<file path="config.mk">
export PLATFORM = sky130hd
export DESIGN_NAME = result_viewer
export DESIGN_NICKNAME = d
export VERILOG_FILES = /design/src/rtl/result_viewer_pkg.sv /design/src/rtl/result_viewer_debounce.sv /design/src/rtl/result_viewer.sv
export SDC_FILE = /design/constraint.sdc
export NUM_CORES = 1
export LEC_CHECK = 0
export CAP_MARGIN = 20
export CELL_PAD_IN_SITES_DETAIL_PLACEMENT = 1
export CELL_PAD_IN_SITES_GLOBAL_PLACEMENT = 2
export CORE_UTILIZATION = 25
export DETAILED_ROUTE_END_ITERATION = 8
export GPL_TIMING_DRIVEN = 0
export PLACE_DENSITY_LB_ADDON = 0.1
export RECOVER_POWER = 25
export SKIP_LAST_GASP = 1
export SLEW_MARGIN = 20
export SYNTH_ARGS = -nofsm -noshare
export SYNTH_HDL_FRONTEND = slang
export SYNTH_SLANG_ARGS = --single-unit
</file>
<file path="constraint.sdc">
create_clock -name clk -period 5.7 [get_ports clk]
set_input_delay 1.71 -clock clk [delete_from_list [all_inputs] [get_ports clk]]
set_output_delay 1.71 -clock clk [all_outputs]
set_load 0.02 [all_outputs]
</file>
<file path="src/rtl/result_viewer_pkg.sv">
// Shared definitions for the result viewer.
//   state_e : top-level FSM encoding (idle, collecting results, displaying results)
//   clog2   : ceil(log2(value)), never less than 1, for sizing counters and indices
package result_viewer_pkg;

  typedef enum logic [1:0] {
    StIdle    = 2'd0,
    StCollect = 2'd1,
    StDisplay = 2'd2
  } state_e;

  function automatic int unsigned clog2(input int unsigned value);
    int unsigned width;
    width = 0;
    while ((longint'(1) << width) < longint'(value)) begin
      width++;
    end
    return (width == 0) ? 1 : width;
  endfunction

endpackage

</file>
<file path="src/rtl/result_viewer_debounce.sv">
// Push-button conditioner: 2-flop synchroniser followed by a stability counter.
//   clk   : clock
//   rst   : asynchronous active-low reset
//   raw   : raw asynchronous button input
//   level : debounced button level
module button_debounce
  import result_viewer_pkg::*;
#(
  parameter int unsigned DEBOUNCE_CYC = 1_000_000
) (
  input  logic clk,
  input  logic rst,
  input  logic raw,
  output logic level
);

  localparam int unsigned CntW = clog2(DEBOUNCE_CYC + 1);
  localparam logic [CntW-1:0] CntLast = CntW'(DEBOUNCE_CYC - 1);

  logic            sync0_q;
  logic            sync1_q;
  logic            level_q;
  logic [CntW-1:0] cnt_q;

  // cnt_q counts consecutive synchronised samples that differ from the current level;
  // a sample equal to the level means the input moved back, so the count restarts.
  always_ff @(posedge clk or negedge rst) begin
    if (!rst) begin
      sync0_q <= 1'b0;
      sync1_q <= 1'b0;
      level_q <= 1'b0;
      cnt_q   <= '0;
    end else begin
      sync0_q <= raw;
      sync1_q <= sync0_q;
      if (sync1_q == level_q) begin
        cnt_q <= '0;
      end else if (cnt_q == CntLast) begin
        level_q <= sync1_q;
        cnt_q   <= '0;
      end else begin
        cnt_q <= cnt_q + 1'b1;
      end
    end
  end

  assign level = level_q;

endmodule

</file>
<file path="src/rtl/result_viewer.sv">
// Collects N*N signed results from a systolic array, then shows one at a time on LEDs.
//   clk, rst                  : clock, asynchronous active-low reset
//   startSignal               : level request; a rising edge starts a collection run
//   res_valid/res_data/res_ready : result stream handshake (row-major order)
//   result_toggle, dir        : raw step button and step direction (0 forward, 1 backward)
//   sat_mode                  : 1 saturates to LED_W bits, 0 truncates
//   led                       : registered display value, 0 outside display
//   process_done              : all N*N results captured
module result_viewer
  import result_viewer_pkg::*;
#(
  parameter int unsigned N            = 4,
  parameter int unsigned ACC_W        = 32,
  parameter int unsigned LED_W        = 8,
  parameter int unsigned DEBOUNCE_CYC = 1_000_000
) (
  input  logic             clk,
  input  logic             rst,
  input  logic             startSignal,
  input  logic             res_valid,
  input  logic [ACC_W-1:0] res_data,
  output logic             res_ready,
  input  logic             result_toggle,
  input  logic             dir,
  input  logic             sat_mode,
  output logic [LED_W-1:0] led,
  output logic             process_done
);

  localparam int unsigned Depth = N * N;
  localparam int unsigned IdxW  = clog2(Depth);
  localparam logic [IdxW-1:0] LastIdx = IdxW'(Depth - 1);

  state_e           state_q, state_d;
  logic [IdxW-1:0]  wr_idx_q, wr_idx_d;
  logic [IdxW-1:0]  rd_idx_q, rd_idx_d;
  logic [LED_W-1:0] led_q, led_d;
  logic             start_q, start_prev_q, start_edge;
  logic             btn_level, btn_prev_q, press;
  logic             handshake;
  logic [ACC_W-1:0] mem_q [Depth];

  button_debounce #(
    .DEBOUNCE_CYC(DEBOUNCE_CYC)
  ) u_debounce (
    .clk  (clk),
    .rst  (rst),
    .raw  (result_toggle),
    .level(btn_level)
  );

  function automatic logic [LED_W-1:0] to_led(input logic [ACC_W-1:0] value, input logic sat);
    logic [ACC_W-LED_W:0] upper;
    upper = value[ACC_W-1:LED_W-1];
    // In range when every bit above the LED sign bit matches it.
    if (!sat || (upper == '0) || (upper == '1)) begin
      return value[LED_W-1:0];
    end else if (value[ACC_W-1]) begin
      return {1'b1, {(LED_W-1){1'b0}}};
    end else begin
      return {1'b0, {(LED_W-1){1'b1}}};
    end
  endfunction

  assign res_ready    = (state_q == StCollect);
  assign process_done = (state_q == StDisplay);
  assign handshake    = res_valid && res_ready;
  assign start_edge   = start_q && !start_prev_q;
  assign press        = btn_level && !btn_prev_q;
  assign led          = led_q;

  always_comb begin
    state_d  = state_q;
    wr_idx_d = wr_idx_q;
    rd_idx_d = rd_idx_q;
    unique case (state_q)
      StIdle: begin
        if (start_edge) begin
          state_d  = StCollect;
          wr_idx_d = '0;
        end
      end
      StCollect: begin
        if (handshake) begin
          if (wr_idx_q == LastIdx) begin
            state_d  = StDisplay;
            rd_idx_d = '0;
          end else begin
            wr_idx_d = wr_idx_q + 1'b1;
          end
        end
      end
      StDisplay: begin
        if (start_edge) begin
          state_d  = StCollect;
          wr_idx_d = '0;
        end else if (press) begin
          if (dir) begin
            rd_idx_d = (rd_idx_q == '0) ? LastIdx : rd_idx_q - 1'b1;
          end else begin
            rd_idx_d = (rd_idx_q == LastIdx) ? '0 : rd_idx_q + 1'b1;
          end
        end
      end
      default: state_d = StIdle;
    endcase
  end

  // led trails rd_idx/sat_mode by one cycle and drops to 0 as soon as display is left.
  always_comb begin
    led_d = '0;
    if ((state_q == StDisplay) && (state_d == StDisplay)) begin
      led_d = to_led(mem_q[rd_idx_q], sat_mode);
    end
  end

  // Start flops reset high so a level already high at reset release is not an edge.
  always_ff @(posedge clk or negedge rst) begin
    if (!rst) begin
      state_q      <= StIdle;
      wr_idx_q     <= '0;
      rd_idx_q     <= '0;
      led_q        <= '0;
      start_q      <= 1'b1;
      start_prev_q <= 1'b1;
      btn_prev_q   <= 1'b0;
    end else begin
      state_q      <= state_d;
      wr_idx_q     <= wr_idx_d;
      rd_idx_q     <= rd_idx_d;
      led_q        <= led_d;
      start_q      <= startSignal;
      start_prev_q <= start_q;
      btn_prev_q   <= btn_level;
    end
  end

  always_ff @(posedge clk) begin
    if (handshake) begin
      mem_q[wr_idx_q] <= res_data;
    end
  end

endmodule

</file>
Word-level counts from Yosys, hierarchy flattened
Memories as Yosys holds them, arrays and structs flattened.
Cells that the tools add are included.
Widths: inputs -> output; s select.
- word-level logic and storage cells: 72
- output and inout bits: 10
- input bits: 39
- memory bits (writable): 512
- memories kept: 1
- register bits: 44
- memory list (memory ; depth ; bits a word ; rd ports ; clocked after memory_dff ; wr ports ; line ; source):
    mem_q ; 16 ; 32 ; 1 ; 0 ; 1 ; result_viewer.sv:41 ; logic [ACC_W-1:0] mem_q [Depth];
- add/subtract/negate cells: 4
- reduce and logical (&&, ||, !) cells: 18
- multiplexer cells: 23
- bitwise logic cells: 1
- equality and inequality tests: 14
- operators with widths (cell ; count):
    $mux 20 ; 2
    $mux 4 ; 10
    $eq 25x25->1 const B ; 1
    $logic_not 25->1 ; 1
    $mux 8 ; 3
    $add 20x1->20 const B ; 1
    $eq 20x20->1 const B ; 1
    $pmux 4 s2 ; 2
    $add 4x1->4 const B ; 2
    $eq 4x4->1 const B ; 2
    $ne 2x1->1 const B ; 4
    $mux 2 ; 3
    $reduce_and 5->1 ; 1
    $eq 2x2->1 const B ; 2
    $logic_and 1x1->1 ; 4
    $logic_not 4->1 ; 1
    $ne 2x2->1 const B ; 2
    $pmux 2 s2 ; 1
    $reduce_and 4->1 ; 1
    $reduce_bool 2->1 ; 2
    $sub 4x1->4 const B ; 1
    $logic_not 1->1 ; 3
    $eq 2x1->1 const B ; 1
    $logic_not 2->1 ; 1
    other kinds (6) ; 8

Depth between registers and ports, before layout
- word-level depth: 7
- gate-level depth with buffers: 11
- gate-level depth less buffers: 8

Modules after synthesis
From an unflattened synthesis, not the netlist that was laid out.
- cell total of the unflattened synthesis: 1021
- area total of the unflattened synthesis: 21484.4 µm²
- by module, submodules not included (module ; area an instance (µm²) ; cells an instance ; sequential area each (µm²) ; instances):
    result_viewer ; 20369.5 ; 913 ; 15902.8 ; 1
    button_debounce ; 1114.8 ; 108 ; 575.6 ; 1

Worst setup path before layout
Ideal clock, no wire load.
- path type: input -> register
- start point: input port res_valid
- end point: memory mem_q[3][0], enable pin
- path buffers: 1
- stages on the path: 4
- arrival time: 4.366 ns
- data required time: 5.239 ns
- slack: 0.873 ns
- setup time: 0.461 ns
- cell sequence: and2_1 -> clkbuf_1 -> nand2_1 -> nor3_1
- cells in the longest elaborated chain, start to end: 3
- ends and longest elaborated chain (element ; line ; source):
    from (decl) ; result_viewer.sv:20 ; input logic res_valid,
    $logic_and 1x1->1 ; result_viewer.sv:67 ; assign handshake = res_valid && res_ready;
    $mux 1 ; result_viewer.sv:139 ; if (handshake) begin
    $mux 1 (not written as such) ; result_viewer.sv:140 ; mem_q[wr_idx_q] <= res_data;
    to (decl) ; result_viewer.sv:41 ;
No other way between the ends.

Final worst setup path
- start point: register rd_idx_q[3]
- end point: register led_q[1] (netlist: led[1])
- cells in the longest elaborated chain, start to end: 6
- elaborated cells on any way between the ends: 8
- classes of those cells: 1 x eq/ne; 3 x mux; 3 x reduce/logical; 1 x memory
- ends and longest elaborated chain (element ; line ; source):
    from (decl) ; result_viewer.sv:36 ; logic [IdxW-1:0] rd_idx_q, rd_idx_d;
    from (signal assigned) ; result_viewer.sv:130 ; rd_idx_q <= rd_idx_d;
    $mem_v2 16x32 * ; - ;
    $logic_not 25->1 ; result_viewer.sv:56 ; if (!sat || (upper == '0) || (upper == '1)) begin
    $logic_or 1x1->1 (2 in series) ; result_viewer.sv:56 ;
    $mux 8 * ; result_viewer.sv:56 ;
    $mux 8 * ; result_viewer.sv:112 ; if ((state_q == StDisplay) && (state_d == StDisplay)) begin
    net led_d[1] ; result_viewer.sv:37 ; logic [LED_W-1:0] led_q, led_d;
    to (signal assigned) ; result_viewer.sv:131 ; led_q <= led_d;
    to (decl) ; result_viewer.sv:37 ;
The timed path passes the listed nets; every way through them passes the cells marked *.
A chain may end at the register's enable or synchronous reset.

==> metrics.txt <==
# TYPE chip_impl_metric gauge
chip_impl_metric{name="nets",unit=""} 1229
chip_impl_metric{name="die-area",unit="mm^2"} 0.0867
chip_impl_metric{name="grt_use_total",unit="%"} 14.5
chip_impl_metric{name="syn_avg_cell_area",unit="um^2"} 21.2
chip_impl_metric{name="period_needed",unit="ns"} 4.44
chip_impl_metric{name="initial_utilization",unit="%"} 25.4
chip_impl_metric{name="synth_nets",unit=""} 1056
chip_impl_metric{name="max-slew-margin-rel",unit="%"} -74.2
chip_impl_metric{name="finalSetupViolations",unit=""} 0
chip_impl_metric{name="first_pass_grt_wire_length",unit="um"} 87500
chip_impl_metric{name="cts_hold_repair.buffers",unit=""} 0
chip_impl_metric{name="post_drt_wl_per_cell",unit="um"} 25.7
chip_impl_info{name="synth_flop_cell",value="edfxtp_1"} 1
chip_impl_metric{name="timing_hold_violations_final",unit=""} 0
chip_impl_metric{name="timing.critical_path.fanout_max",unit=""} 10
chip_impl_metric{name="post-route-util",unit="%"} 31.5
chip_impl_metric{name="synth.cell_area",unit="mm^2"} 0.0214
chip_impl_metric{name="post_cts_resized",unit=""} 0
chip_impl_metric{name="rrSetupSlack",unit="ns"} 1.26
chip_impl_metric{name="floorplan.die.height",unit="um"} 294
chip_impl_info{name="cts_root_buffer",value="clkbuf_16"} 1
chip_impl_metric{name="timing.critical_path.required",unit="ns"} 6.12
chip_impl_metric{name="design.portCount",unit=""} 49
chip_impl_metric{name="timing.final.ws_setup",unit="ns"} 1.26
chip_impl_metric{name="power.density",unit="mW/mm^2"} 376
chip_impl_metric{name="areaGrowthSynthToFinish",unit="%"} 24.0
chip_impl_info{name="status",value="finished, violations left"} 1
chip_impl_metric{name="share_of_synthesized_area_occupied_by_flip_flops_and_latches",unit="%"} 77.1
chip_impl_metric{name="worst_slew_pin_slew",unit="ns"} 2.61
chip_impl_metric{name="leak",unit="nW"} 8.36
chip_impl_metric{name="vias_per_cell",unit=""} 4.52
chip_impl_metric{name="clock_tree.htree_level_count",unit=""} 3
chip_impl_metric{name="route.final.wire_length",unit="um"} 61000
chip_impl_metric{name="grt_max_degree",unit=""} 45
chip_impl_metric{name="grt_overflow",unit=""} 0
chip_impl_metric{name="grt_antenna_before_repair",unit=""} 6
chip_impl_metric{name="detail_route.iter0.violations",unit=""} 722
chip_impl_info{name="yosys.area.top_type",value="edfxtp_1"} 1
chip_impl_metric{name="synth.lib_cells_used.distinct",unit=""} 43
chip_impl_metric{name="routed-via-count",unit=""} 10731
chip_impl_metric{name="preCtsSetupSlack",unit="ns"} 0.977
chip_impl_metric{name="dp.final_hpwl",unit="um"} 40400
chip_impl_metric{name="finalHoldWorstSlack",unit="ns"} 0.362
chip_impl_metric{name="fin_tns_setup",unit="ns"} 0
chip_impl_metric{name="diodes",unit=""} 0
chip_impl_metric{name="drcViolationCount",unit=""} 0
chip_impl_metric{name="synth_async_sr_flop_share",unit="%"} 7.91
chip_impl_metric{name="postSynthCellCount",unit=""} 1010
chip_impl_metric{name="cts_num_sinks",unit=""} 556
chip_impl_info{name="failed_checks",value="capacitance limit, slew limit"} 1
chip_impl_info{name="hold_path_class",value="flop to flop"} 1
chip_impl_metric{name="final_max_slew_viol_count",unit=""} 45
chip_impl_metric{name="coreArea",unit="mm^2"} 0.0841
chip_impl_metric{name="first_global_vias",unit=""} 11554
chip_impl_metric{name="final.setup_skew",unit="ns"} 0.0214
chip_impl_info{name="grt_setup_unrepaired",value="false"} 1
chip_impl_metric{name="finalCritPeriodShare",unit="%"} 78.0
chip_impl_metric{name="cts_setup_buffers",unit=""} 0
chip_impl_info{name="synth_area_leaders",value="edfxtp_1, mux4_2, dfrtp_1, a22oi_1, nor2_1"} 1
chip_impl_metric{name="die_w",unit="um"} 294
chip_impl_metric{name="synth_edf_count",unit=""} 512
chip_impl_info{name="setup.worst_path.class",value="flop to flop"} 1
chip_impl_metric{name="worst_ep_arrival_time",unit="ns"} 4.86
chip_impl_metric{name="drv_cap",unit=""} 1
chip_impl_metric{name="rows",unit=""} 106
chip_impl_metric{name="clk_transition_reported_paths",unit="ns"} 0.06
chip_impl_info{name="critical_path.startpoint_type",value="flop"} 1
chip_impl_metric{name="cts-root-to-sink-buffers",unit=""} 3
chip_impl_metric{name="numCtsBuffers",unit=""} 69
chip_impl_info{name="tritoncts",value="built"} 1
chip_impl_metric{name="detail_route.first_pass.iterations",unit=""} 4
chip_impl_metric{name="gpl.final_weighted_congestion",unit=""} 0.689
chip_impl_metric{name="peak_supply_drop",unit="mV"} 0.226
chip_impl_metric{name="antenna_violating_nets_post_route",unit=""} 0
chip_impl_info{name="netlist_top_cells_count",value="edfxtp_1, mux4_2, a22oi_1"} 1
chip_impl_info{name="synthMostInstantiatedCell",value="edfxtp_1"} 1
chip_impl_metric{name="post-synth-top-area-fraction",unit="%"} 71.9
chip_impl_metric{name="layout-drive-gt1-share",unit="%"} 27.4
chip_impl_metric{name="place.port_buffers",unit=""} 48
chip_impl_metric{name="clkLatencyLatePin",unit="ns"} 0.60
chip_impl_info{name="timing.critical_path.to_type",value="flop"} 1
chip_impl_metric{name="synthesis.yosys.warnings",unit=""} 0
chip_impl_metric{name="clock.fmax",unit="GHz"} 0.225
chip_impl_metric{name="ys_ff_latch",unit=""} 556
registers in the layout, indices dropped and copies added, names as in the netlist:
register / cells
start_prev_q: 1
u_debounce.sync0_q: 1
rd_idx_q: 4
btn_prev_q: 1
u_debounce.level: 1
mem_q: 512
u_debounce.cnt_q: 20
state_q: 2
wr_idx_q: 4
led: 8
u_debounce.sync1_q: 1
start_q: 1
worst max-delay path: stages (launching register included):
cell and delay (ns):
dfrtp_1 0.35, buf_2 0.22, nor2_1 0.64, clkbuf_1 0.72, a22oi_1 0.24, nand2_1 0.37
nand4_1 0.14, or4_1 0.47, o22ai_1 0.40, or4_1 0.47, o21ai_1 0.24
cells in the final DEF (no fill, tap or decap), types with 6 or more instances in the layout:
cell type / netlist / routed
a22oi_1: 48 / 48
buf_16: 0 / 22
buf_2: 12 / 13
buf_4: 9 / 35
clkbuf_1: 20 / 32
clkbuf_16: 0 / 73
clkdlybuf4s50_1: 0 / 27
clkinv_1: 0 / 12
clkinv_2: 0 / 18
dfrtp_1: 42 / 42
dlygate4sd3_1: 0 / 20
edfxtp_1: 512 / 512
ha_1: 7 / 7
inv_1: 15 / 15
mux4_2: 136 / 136
nand2_1: 41 / 41
nand3_1: 16 / 16
nand4_1: 8 / 8
nor2_1: 43 / 31
nor2_4: 0 / 12
nor4_1: 6 / 6
o21ai_0: 7 / 7
o21ai_1: 7 / 7
xnor2_1: 8 / 8
xor2_1: 13 / 13
kinds of logic after synthesis:
group,count (synthesis),share of synthesized area [%]
mux,137,14.4
flops,556,77.1
xor+xnor,21,0.861
fa+ha+maj,7,0.410
buf+inv,65,1.48
compound gates,80,2.64
simple gates,144,3.14
cell type report:
cell class	instances	area (um^2)
clock buffer	84	1870
timing repair buffer	102	1380
fill	8437	57600
buffer	50	262
inverter	15	56.3
multi-input combinational	389	4690
tap	1134	1420
sequential	556	16500
clock inverter	42	357
where the power goes:
part	leakage (nW)	total, W	internal, W	switching [W]
combinational	2.06	0.000853	0.000301	0.000552
sequential	5.21	0.00485	0.00478	0.0000640
clock	1.09	0.00427	0.00256	0.00171
total	8.36	0.00998	0.00765	0.00233
path summary, 6_finish.rpt:
path | cells after the start | from | endpoint
worst max-delay path | 10 | rd_idx_q[3]$_DFFE_PN0P_ | led[1]$_DFF_PN0_
max in group asynchronous | 1 | rst | led[1]$_DFF_PN0_
worst min register to register | 0 | u_debounce.sync0_q$_DFF_PN0_ | u_debounce.sync1_q$_DFF_PN0_
worst min-delay path | 0 | u_debounce.sync0_q$_DFF_PN0_ | u_debounce.sync1_q$_DFF_PN0_
min in group asynchronous | 1 | rst | wr_idx_q[1]$_DFFE_PN0P_
worst max register to register | 10 | rd_idx_q[3]$_DFFE_PN0P_ | led[1]$_DFF_PN0_
routing by layer:
metal / global-route usage, % / wire length, um / up-vias
li1: - / - / 4547
met1: 20.3 / 28800 / 5887
met2: 23.0 / 28700 / 215
met3: 2.70 / 2520 / 80
met4: 3.70 / 925 / 2
met5: 0 / 13 / -
per-stage QoR:
step                instance area (um^2)  instances  total power, W
floorplan                          21400       1010         0.00526
detailed placement                 24300       2246         0.00582
CTS                                26500       2372          0.0102
finish                             26500       2372         0.00998
global route                       26500       2372          0.0104
global placement                   23300       2192         0.00567
(Power assumes the default switching activity.)
